### config.mk
export PLATFORM = sky130hd
export DESIGN_NAME = mac_seq
export DESIGN_NICKNAME = d
export VERILOG_FILES = /design/src/rtl/mac_seq.sv
export SDC_FILE = /design/constraint.sdc
export NUM_CORES = 1
export LEC_CHECK = 0
export CORE_ASPECT_RATIO = 2
export CORE_MARGIN = 1
export CORE_UTILIZATION = 46
export CTS_CLUSTER_DIAMETER = 120
export DETAILED_ROUTE_END_ITERATION = 12
export PLACE_DENSITY = 0.81
export SLEW_MARGIN = 25
export SYNTH_ARGS = -nofsm -noshare
export SYNTH_HDL_FRONTEND = slang
export SYNTH_SLANG_ARGS = --single-unit
export TNS_END_PERCENT = 10
### constraint.sdc
create_clock -name clk -period 3.5 [get_ports clk]
set_input_delay 0.525 -clock clk [delete_from_list [all_inputs] [get_ports clk]]
set_output_delay 0.525 -clock clk [all_outputs]
set_load 0.05 [all_outputs]
### src/rtl/mac_seq.sv
// MAC array sequencer: walks G groups of K terms, issuing fetches, lane enables and writes.
// Define MAC_SEQ_BIAS_EN to select the bias word as the first-term partial-sum source.
module mac_seq #(
  parameter int MAC_NUM = 120,
  parameter int CW      = 10,
  parameter int AW      = 16
) (
  input  logic               clk,
  input  logic               rst,
  input  logic               start,
  input  logic [CW-1:0]      num_terms,
  input  logic [CW-1:0]      num_groups,
  input  logic [MAC_NUM-1:0] lane_mask,
  input  logic               result_vld,
  output logic               rd_en,
  output logic [AW-1:0]      img_addr,
  output logic [AW-1:0]      ker_addr,
  output logic [MAC_NUM-1:0] mac_en,
  output logic [1:0]         psum_sel,
  output logic               out_wr,
  output logic [CW-1:0]      out_addr,
  output logic               busy,
  output logic               done,
  output logic               err
);

  typedef enum logic [2:0] {
    S_IDLE, S_FETCH, S_ISSUE, S_WAIT, S_WRITE
  } state_t;

`ifdef MAC_SEQ_BIAS_EN
  localparam logic [1:0] FIRST_SEL = 2'd2;
`else
  localparam logic [1:0] FIRST_SEL = 2'd0;
`endif

  state_t             state_q, state_d;
  logic [CW-1:0]      k_q, k_d;
  logic [CW-1:0]      gn_q, gn_d;
  logic [CW-1:0]      t_q, t_d;
  logic [CW-1:0]      grp_q, grp_d;
  logic [AW-1:0]      base_q, base_d;
  logic [MAC_NUM-1:0] mask_q, mask_d;
  logic [2:0]         wd_q, wd_d;
  logic               err_q, err_d;
  logic               done_q, done_d;
  logic               more_terms;
  logic               more_groups;

  assign more_terms  = ({1'b0, t_q} + (CW+1)'(1)) < {1'b0, k_q};
  assign more_groups = ({1'b0, grp_q} + (CW+1)'(1)) < {1'b0, gn_q};

  always_comb begin
    state_d = state_q;
    k_d     = k_q;
    gn_d    = gn_q;
    t_d     = t_q;
    grp_d   = grp_q;
    base_d  = base_q;
    mask_d  = mask_q;
    wd_d    = wd_q;
    err_d   = err_q;
    done_d  = 1'b0;
    unique case (state_q)
      S_IDLE: begin
        if (start) begin
          k_d     = (num_terms == '0) ? CW'(1) : num_terms;
          gn_d    = (num_groups == '0) ? CW'(1) : num_groups;
          mask_d  = lane_mask;
          t_d     = '0;
          grp_d   = '0;
          base_d  = '0;
          err_d   = 1'b0;
          state_d = S_FETCH;
        end
      end
      S_FETCH: state_d = S_ISSUE;
      S_ISSUE: begin
        wd_d    = '0;
        state_d = S_WAIT;
      end
      S_WAIT: begin
        if (result_vld) begin
          if (more_terms) begin
            t_d     = t_q + CW'(1);
            state_d = S_FETCH;
          end else begin
            t_d     = '0;
            state_d = S_WRITE;
          end
        end else if (wd_q == 3'd3) begin
          // result overdue: abandon the job without writing this group
          err_d   = 1'b1;
          done_d  = 1'b1;
          state_d = S_IDLE;
        end else begin
          wd_d = wd_q + 3'd1;
        end
      end
      S_WRITE: begin
        t_d = '0;
        if (more_groups) begin
          grp_d   = grp_q + CW'(1);
          base_d  = base_q + AW'(k_q);
          state_d = S_FETCH;
        end else begin
          done_d  = 1'b1;
          state_d = S_IDLE;
        end
      end
      default: state_d = S_IDLE;
    endcase
  end

  always_ff @(posedge clk) begin
    if (rst) begin
      state_q <= S_IDLE;
      k_q     <= '0;
      gn_q    <= '0;
      t_q     <= '0;
      grp_q   <= '0;
      base_q  <= '0;
      mask_q  <= '0;
      wd_q    <= '0;
      err_q   <= 1'b0;
      done_q  <= 1'b0;
    end else begin
      state_q <= state_d;
      k_q     <= k_d;
      gn_q    <= gn_d;
      t_q     <= t_d;
      grp_q   <= grp_d;
      base_q  <= base_d;
      mask_q  <= mask_d;
      wd_q    <= wd_d;
      err_q   <= err_d;
      done_q  <= done_d;
    end
  end

  assign busy     = (state_q != S_IDLE);
  assign rd_en    = (state_q == S_FETCH);
  assign mac_en   = (state_q == S_ISSUE) ? mask_q : '0;
  assign out_wr   = (state_q == S_WRITE);
  assign out_addr = grp_q;
  assign img_addr = base_q + AW'(t_q);
  assign ker_addr = AW'(t_q);
  assign psum_sel = !busy        ? 2'd0 :
                    (t_q != '0)  ? 2'd1 : FIRST_SEL;
  assign done     = done_q;
  assign err      = err_q;

endmodule

After elaboration in Yosys (flattened, before gate mapping):

Cells that the tools add are included.

* reductions and logical operators: 15
* $add $sub $neg: 7
* multiplexer cells: 31
* equality and inequality tests: 12
* order comparisons: 2

Operators with widths (number)
* two-way mux 120 bit: 1
* two-way mux 10 bit: 6
* adder 16 x 10 -> 16 bit: 2
* two-way mux 16 bit: 2
* case mux 16 bit (2 select lines): 1
* case mux 10 bit (3 select lines): 1
* adder 10 x 1 -> 11 bit, second input constant: 2
* less-than comparator 11 x 10 -> 1 bit: 2
* adder 10 x 1 -> 10 bit, second input constant: 2
* logical NOT 10 bit: 2
* case mux 10 bit (2 select lines): 1
* two-way mux 3 bit: 6
* case mux 3 bit (5 select lines): 1
* inequality test 2 bit, second input constant: 5
* nonzero test 10 bit: 1
* == test 3 x 2 -> 1 bit, second input constant: 3
* two-way mux 1 bit: 9
* AND reduction 3 bit: 3
* case mux 3 bit (2 select lines): 1
* nonzero test 2 bit: 3
* nonzero test 3 bit: 2
* case mux 1 bit (2 select lines): 2
* AND reduction 2 bit: 2
* AND reduction 4 bit: 1
* 6 further kinds: 6

* output and inout bits: 169
* input bits: 144
* flip-flop bits (word level): 184
* word-level logic and storage cells: 77

Logic depth before layout (Yosys ltp):

Gate-level depths: netlist of the first run.

* depth after elaboration: 5
* depth in mapped cells: 13
* mapped depth without buffers: 12

Worst setup path before layout of the first run:

No wires, ideal clock.

* path kind: register to output
* start: register t_q[0]
* end: output port img_addr[14]
* path slack: -0.159 ns
* buffers on the path: 0
* required time: 2.975 ns
* arrival time: 3.134 ns
* cell stages (with the launch flop): 10
* cells stage by stage: dfxtp_1 > ha_1 > inv_1 > fa_1 > nor2b_1 > o21a_1 > o211a_1 > o31ai_1 > a2111oi_0 > xor2_1

* word-level cells in the longest chain between the ends: 1

RTL lines
* start: declaration: RTL line 40 `logic [CW-1:0] t_q, t_d;`
* start signal: assignment: RTL line 131 `t_q <= t_d;`
* adder 16 x 10 -> 16 bit: RTL line 146 `assign img_addr = base_q + AW'(t_q);`
* end: declaration: RTL line 16 `output logic [AW-1:0] img_addr,`

Every way passes these cells.

Worst setup path after layout of the first run:

* start: register t_q[4]
* end: output port img_addr[13]

Same word-level chain as after synthesis.

==> results of run 1 <==
[kinds of logic after synthesis]
group                    share of synthesized area, %
other                                          0.0400
XOR/XNOR                                         2.71
AO/OA/AOI/OAI                                    17.4
buffers and inverters                            5.85
flip-flops                                       39.3
adder cells (fa/ha/maj)                          6.17
multiplexers                                    0.747
AND/OR/NAND/NOR                                  27.8
[per-layer routing]
metal,vias up,track usage [%]
met5,-,0
met4,0,20.8
met3,127,6.60
met2,378,53.7
met1,4506,30.5
li1,4699,-
[stage by stage]
step | cells | setup slack (ns) | power [mW] | TNS, ns | utilization, %
6_report | 1755 | 0.118 | 5.29 | 0 | 66.7
5_1_grt | 1755 | -0.00300 | 5.49 | -0.00525 | 66.7
4_1_cts | 1753 | 0.00874 | 5.31 | 0 | 66.5
3_5_place_dp | 1721 | 0.211 | 3.39 | 0 | 63.7
3_3_place_gp | 1721 | 0.347 | 3.37 | 0 | 63.7
2_1_floorplan | 1218 | 0.0381 | 2.96 | 0 | -
[timing repair]
item,in CTS,in global routing
hold endpoints to repair,0,0
resized for setup,4,7
hold buffers,0,0
setup endpoints to repair,4,10
pin swaps,0,2
[flip-flops by register name, indices dropped and copies added (netlist names), 3 cells and up]
register / cells
mask_q: 120
wd_q: 3
base_q: 16
out_addr: 10
gn_q: 10
k_q: 10
state_q: 3
t_q: 10
[critical path, cell delays in order, from the launching register on]
cell      delay, ns
dfxtp_1        0.50
ha_1           0.35
o21a_1         0.19
o21ai_0        0.15
nand2b_1       0.10
a41oi_2        0.38
buf_4          0.20
nor4_1         0.04
a311o_1        0.33
buf_4          0.19
[worst max path at each step]
stage	end	depth (start not counted)	slack [ns]	startpoint
after floorplan	img_addr[10]	7	0.04	t_q[2]$_SDFFE_PP0P_
after global placement	out_addr[5]$_SDFFE_PP0P_	12	0.35	out_addr[1]$_SDFFE_PP0P_
after detailed placement	out_addr[5]$_SDFFE_PP0P_	12	0.21	out_addr[1]$_SDFFE_PP0P_
after CTS	img_addr[14]	10	0.009	base_q[0]$_SDFFE_PP0P_
after global routing	img_addr[12]	11	-0.003	t_q[0]$_SDFFE_PP0P_
final	img_addr[13]	9	0.12	t_q[4]$_SDFFE_PP0P_
[power groups by stage]
stage,logic [mW],clock network [mW],registers [mW]
2_1_floorplan,0.642,0,2.32
3_3_place_gp,1.04,0,2.34
3_5_place_dp,1.05,0,2.34
4_1_cts,1.05,1.96,2.30
5_1_grt,1.14,2.04,2.31
6_report,1.06,1.94,2.30
[Yosys cell counts (all sizes together), types with 6 or more instances]
| library cell | number |
|---|---|
| mux2i | 7 |
| nor3 | 21 |
| and3 | 127 |
| nand4 | 8 |
| buf | 29 |
| xor2 | 10 |
| a211oi | 8 |
| a22o | 15 |
| a31oi | 9 |
| inv | 32 |
| nor2b | 8 |
| nor2 | 29 |
| or3 | 8 |
| o21ai | 22 |
| nand3 | 21 |
| xnor2 | 19 |
| o21a | 6 |
| nand2 | 303 |
| nor4 | 8 |
| dfxtp | 184 |
| clkbuf | 66 |
| ha | 43 |
| a21oi | 169 |
| a21o | 12 |
[final cells by class]
| type | count | area (um2) | share of cell area, % |
|---|---|---|---|
| Clock buffer | 18 | 429 | 3.23 |
| Inverter | 32 | 120 | 0.905 |
| Clock inverter | 14 | 148 | 1.11 |
| Multi-Input combinational cell | 907 | 5190 | 39.1 |
| Tap cell | 262 | 328 | 2.47 |
| Antenna cell | 2 | 5.00 | 0.0377 |
| Timing Repair Buffer | 336 | 3360 | 25.3 |
| Sequential cell | 184 | 3690 | 27.8 |
==> impl_metrics.ini, run 1 <==
[synth]
synthFlopType = dfxtp_1
synth-warning-count = 0
avgSynthCellArea_um2 = 7.74
syn-instance-count = 1212
ys_types = 57
synth.largest_area_cell = dfxtp_1
synth-edff-count = 0
synth_area_leaders = dfxtp_1 39%, nand2_1 12%, a21oi_1 8.9%
synth_seq_cells = 184
async_flop_share_pct = 0
synth_area_mm2 = 0.00938
ys_seq_area_share_pct = 39.3
synth_top_area_share_pct = 39.3

[worst_setup_path]
rr_endpoint = out_addr[5]$_SDFFE_PP0P_
critPathRequiredTime_ns = 2.97
arrival_ns = 2.86
setup.worst_path.class = flip-flop to output pin
worst_setup_path_end_kind = output pin
cp-start-kind = flip-flop
critPathMaxFanout = 7
r2r_slack_ns = 0.26
r2r_cells = 12
r2r-start = out_addr[3]$_SDFFE_PP0P_

[detailed_routing]
met1_length_mm = 11.0
wl_per_cell_um = 18.0
drtAntennaViolNets = 0
drtPass1Iterations = 5
routed_wl_mm = 31.6
post-route-drc-count = 0
num_vias = 9710
topRoutingLayerUsed = met4
dr_wl_met2_mm = 16.6
wl_met3_mm = 1.79
drtIter0Drc = 507
routed_via_density = 5.53

[floorplan]
dieArea_mm2 = 0.0210
dieWidth_um = 103
start_util_pct = 47.1
die_y_um = 204
core-area_mm2 = 0.0199
row_count = 73
design.portCount = 313

[outcome]
status = completed

[cells_and_area]
final_cell_mix = 302 x nand2_1, 295 x clkdlybuf4s50_1, 179 x dfxtp_1
areaGrowthSynthToFinish_pct = 41.6
layout-drive-gt1-share_pct = 6.57
final_common_cell = nand2_1
n_fill_cell = 1688
fin_nets = 1667
fin_area_mm2 = 0.0133

[worst_hold_path]
holdCritPathClass = flip-flop to flip-flop
min-delay-start = mask_q[114]$_SDFFE_PP0P_
whs_endpoint = mask_q[114]$_SDFFE_PP0P_
hold_depth = 2

[global_route]
antenna_found_initial = 2
grt_pass1_vias = 9560
grt_max_degree = 88
grt_overflow = 0
grt_pass1_wl_mm = 48.3
grtUsageTotal_pct = 30.3

[pwr]
ir_drop_mv = 0.282
p_seq_share_pct = 43.4
power.density_mw_per_mm2 = 398
internal_power_mw = 3.69
p_clk_share_pct = 36.6
p_comb_share_pct = 20.0
leakage_nw = 5.61
p_switching_mw = 1.60
sw_frac_of_total_pct = 30.3

[cts]
clock_latency_ns = 0.44
cts_tree = done
root_buffer = clkbuf_16
cts_sinks = 184
max-clock-path-buffers = 2
clkTransAtPathRegs_ns = 0.07
numCtsBuffers = 17
htree_levels = 4
cts_setup_buffers = 0

[timing]
finalHoldViolations = 0
hold_ws_ns = 0.450
setup_viol_count_final = 0
period_minus_slack_ns = 3.38
timing.final.crit_share_pct = 96.6
fmax_mhz = 296
tightest_slew_ns = 0.728
rsz0062_at_grt = true
max-slew-margin-rel_pct = 51.4
finClkSkew_ns = 0.0145
drv_slew = 0

[placed_design]
io_buffers = 305
place.gp.congestion = 0.969
hpwl_mm = 22.4
place_area_mm2 = 0.0127

[job]
drv_cap = 0
Note: power is estimated with default switching activity, not from simulation.
==> run 2: changes to the inputs <==
--- a/config.mk
+++ b/config.mk
@@ -8,6 +8,7 @@
 export CORE_ASPECT_RATIO = 2
 export CORE_MARGIN = 1
 export CORE_UTILIZATION = 46
+export CTS_BUF_LIST = sky130_fd_sc_hd__clkbuf_4 sky130_fd_sc_hd__clkbuf_8
 export CTS_CLUSTER_DIAMETER = 120
 export DETAILED_ROUTE_END_ITERATION = 12
 export PLACE_DENSITY = 0.81
==> run 2 against run 1 <==
Utilization fell by 0.90 points. Worst hold slack improved by 0.0040 ns. Cell count hardly changed. Critical path depth did not move. Register-to-register slack better by 0.04 ns. Worst setup slack got worse by 0.022 ns. Critical endpoint unchanged. Flip-flop and latch count unchanged. Die area is the same. Sequential power hardly changed.
==> impl_metrics.ini, run 2 (synthesis results as in run 1) <==
[outcome]
status = completed

[cells_and_area]
layout-drive-gt1-share_pct = 6.64
top_register = mask_q
final_common_cell = nand2_1
fin_area_mm2 = 0.0131
reg.largest.list = mask_q (120), base_q (16)
fin_nets = 1667
largest_reg_flops = 120
post-route-util_pct = 65.8
areaGrowthSynthToFinish_pct = 39.7
fin_cells = 1756
final_cell_mix = 302 x nand2_1, 295 x clkdlybuf4s50_1, 180 x dfxtp_1

[timing]
finalHoldViolations = 0
setup_tns_ns = 0
rsz0062_at_grt = true
drv_slew = 0
worst_slack_ns = 0.0964
timing.final.crit_share_pct = 97.2
max-slew-margin-rel_pct = 51.3
fmax_mhz = 294
period_minus_slack_ns = 3.40
hold_ws_ns = 0.454
finClkSkew_ns = 0.0168
setup_viol_count_final = 0
tightest_slew_ns = 0.731

[worst_setup_path]
r2r_slack_ns = 0.30
critPathMaxFanout = 7
cp-start-kind = flip-flop
arrival_ns = 2.88
r2r_cells = 11
worst_setup_path_end_kind = output pin
r2r-start = out_addr[1]$_SDFFE_PP0P_
rr_endpoint = base_q[15]$_SDFFE_PP0P_
setup.worst_path.class = flip-flop to output pin
critPathRequiredTime_ns = 2.97

[cts]
cts_tree = done
cts_sinks = 184
clkTransAtPathRegs_ns = 0.10
root_buffer = clkbuf_8
max-clock-path-buffers = 2
numCtsBuffers = 17
clock_latency_ns = 0.46
cts_setup_buffers = 0
hold_buffers = 0
htree_levels = 4

[detailed_routing]
routed_via_density = 5.51
post-route-drc-count = 0
wl_per_cell_um = 17.7
drtPass1Iterations = 6
drtIter0Drc = 465
drtAntennaViolNets = 0
routed_wl_mm = 31.1
num_vias = 9678

[floorplan]
start_util_pct = 47.1
design.portCount = 313
dieArea_mm2 = 0.0210
die_y_um = 204
dieWidth_um = 103
core-area_mm2 = 0.0199
row_count = 73

[placed_design]
hpwl_mm = 22.4
place.gp.congestion = 0.969
place_area_mm2 = 0.0127
io_buffers = 305
dp_cells = 1721
dp_slack_ns = 0.211

[job]
drv_cap = 0

[pwr]
internal_power_mw = 3.28
ir_drop_mv = 0.292
p_switching_mw = 1.53
power.density_mw_per_mm2 = 367
p_comb_share_pct = 21.9
p_clk_share_pct = 30.4
power_mw = 4.81
leakage_nw = 5.52
p_seq_share_pct = 47.7
sw_frac_of_total_pct = 31.8

[global_route]
antenna_found_initial = 3
grt_pass1_wl_mm = 48.0
grt_overflow = 0
grt_pass1_vias = 9516
grt_max_degree = 88
grtUsageTotal_pct = 29.9

[worst_hold_path]
min-delay-start = mask_q[114]$_SDFFE_PP0P_
holdCritPathClass = flip-flop to flip-flop
hold_depth = 2
whs_endpoint = mask_q[114]$_SDFFE_PP0P_
-- run 2: repair_timing --
| action | 4_1_cts | 5_1_grt |
|---|---|---|
| pin swaps | 1 | 3 |
| resized for setup | 4 | 7 |
| endpoints found under the setup margin | 4 | 12 |
-- run 2: power by group through the flow --
stage	clock, mW	sequential, mW	combinational (mW)
final	1.46	2.29	1.05
after global routing	1.55	2.31	1.14
after CTS	1.47	2.29	1.05
after global placement	0	2.34	1.04
after floorplan	0	2.32	0.642
after detailed placement	0	2.34	1.05
-- run 2: final cells by class --
cell class / instances / area (um2)
multi-input cells: 907 / 5200
flip-flops and latches: 184 / 3690
fillers: 1720 / 6820
well taps: 262 / 328
clock inverters: 14 / 148
clock buffers: 18 / 241
inverters: 32 / 120
diodes: 3 / 7.51
repair buffers: 336 / 3360
-- run 2: worst max-delay path by stage --
stage,from,to,slack (ns)
floorplan,t_q[2]$_SDFFE_PP0P_,img_addr[10],0.04
global placement,out_addr[1]$_SDFFE_PP0P_,out_addr[5]$_SDFFE_PP0P_,0.35
detailed placement,out_addr[1]$_SDFFE_PP0P_,out_addr[5]$_SDFFE_PP0P_,0.21
CTS,base_q[0]$_SDFFE_PP0P_,img_addr[14],-0.02
global route,t_q[0]$_SDFFE_PP0P_,img_addr[12],-0.02
finish,t_q[4]$_SDFFE_PP0P_,img_addr[13],0.1
-- run 2: layer usage --
layer / GRT usage, % / vias to the layer above / part of all wire [%]
met3: 6.74 / 107 / 5.3
li1: - / 4686 / -
met1: 30.3 / 4538 / 35
met2: 53.0 / 347 / 53
met4: 20.3 / 0 / 6.7
met5: 0 / - / 0
-- run 2: critical path, cell delays in order, from the launching register on --
cell	delay [ns]
dfxtp_1	0.50
ha_1	0.35
o21a_1	0.19
o21ai_0	0.15
nand2b_1	0.10
a41oi_2	0.38
buf_4	0.20
nor4_1	0.04
a311o_1	0.33
buf_4	0.19
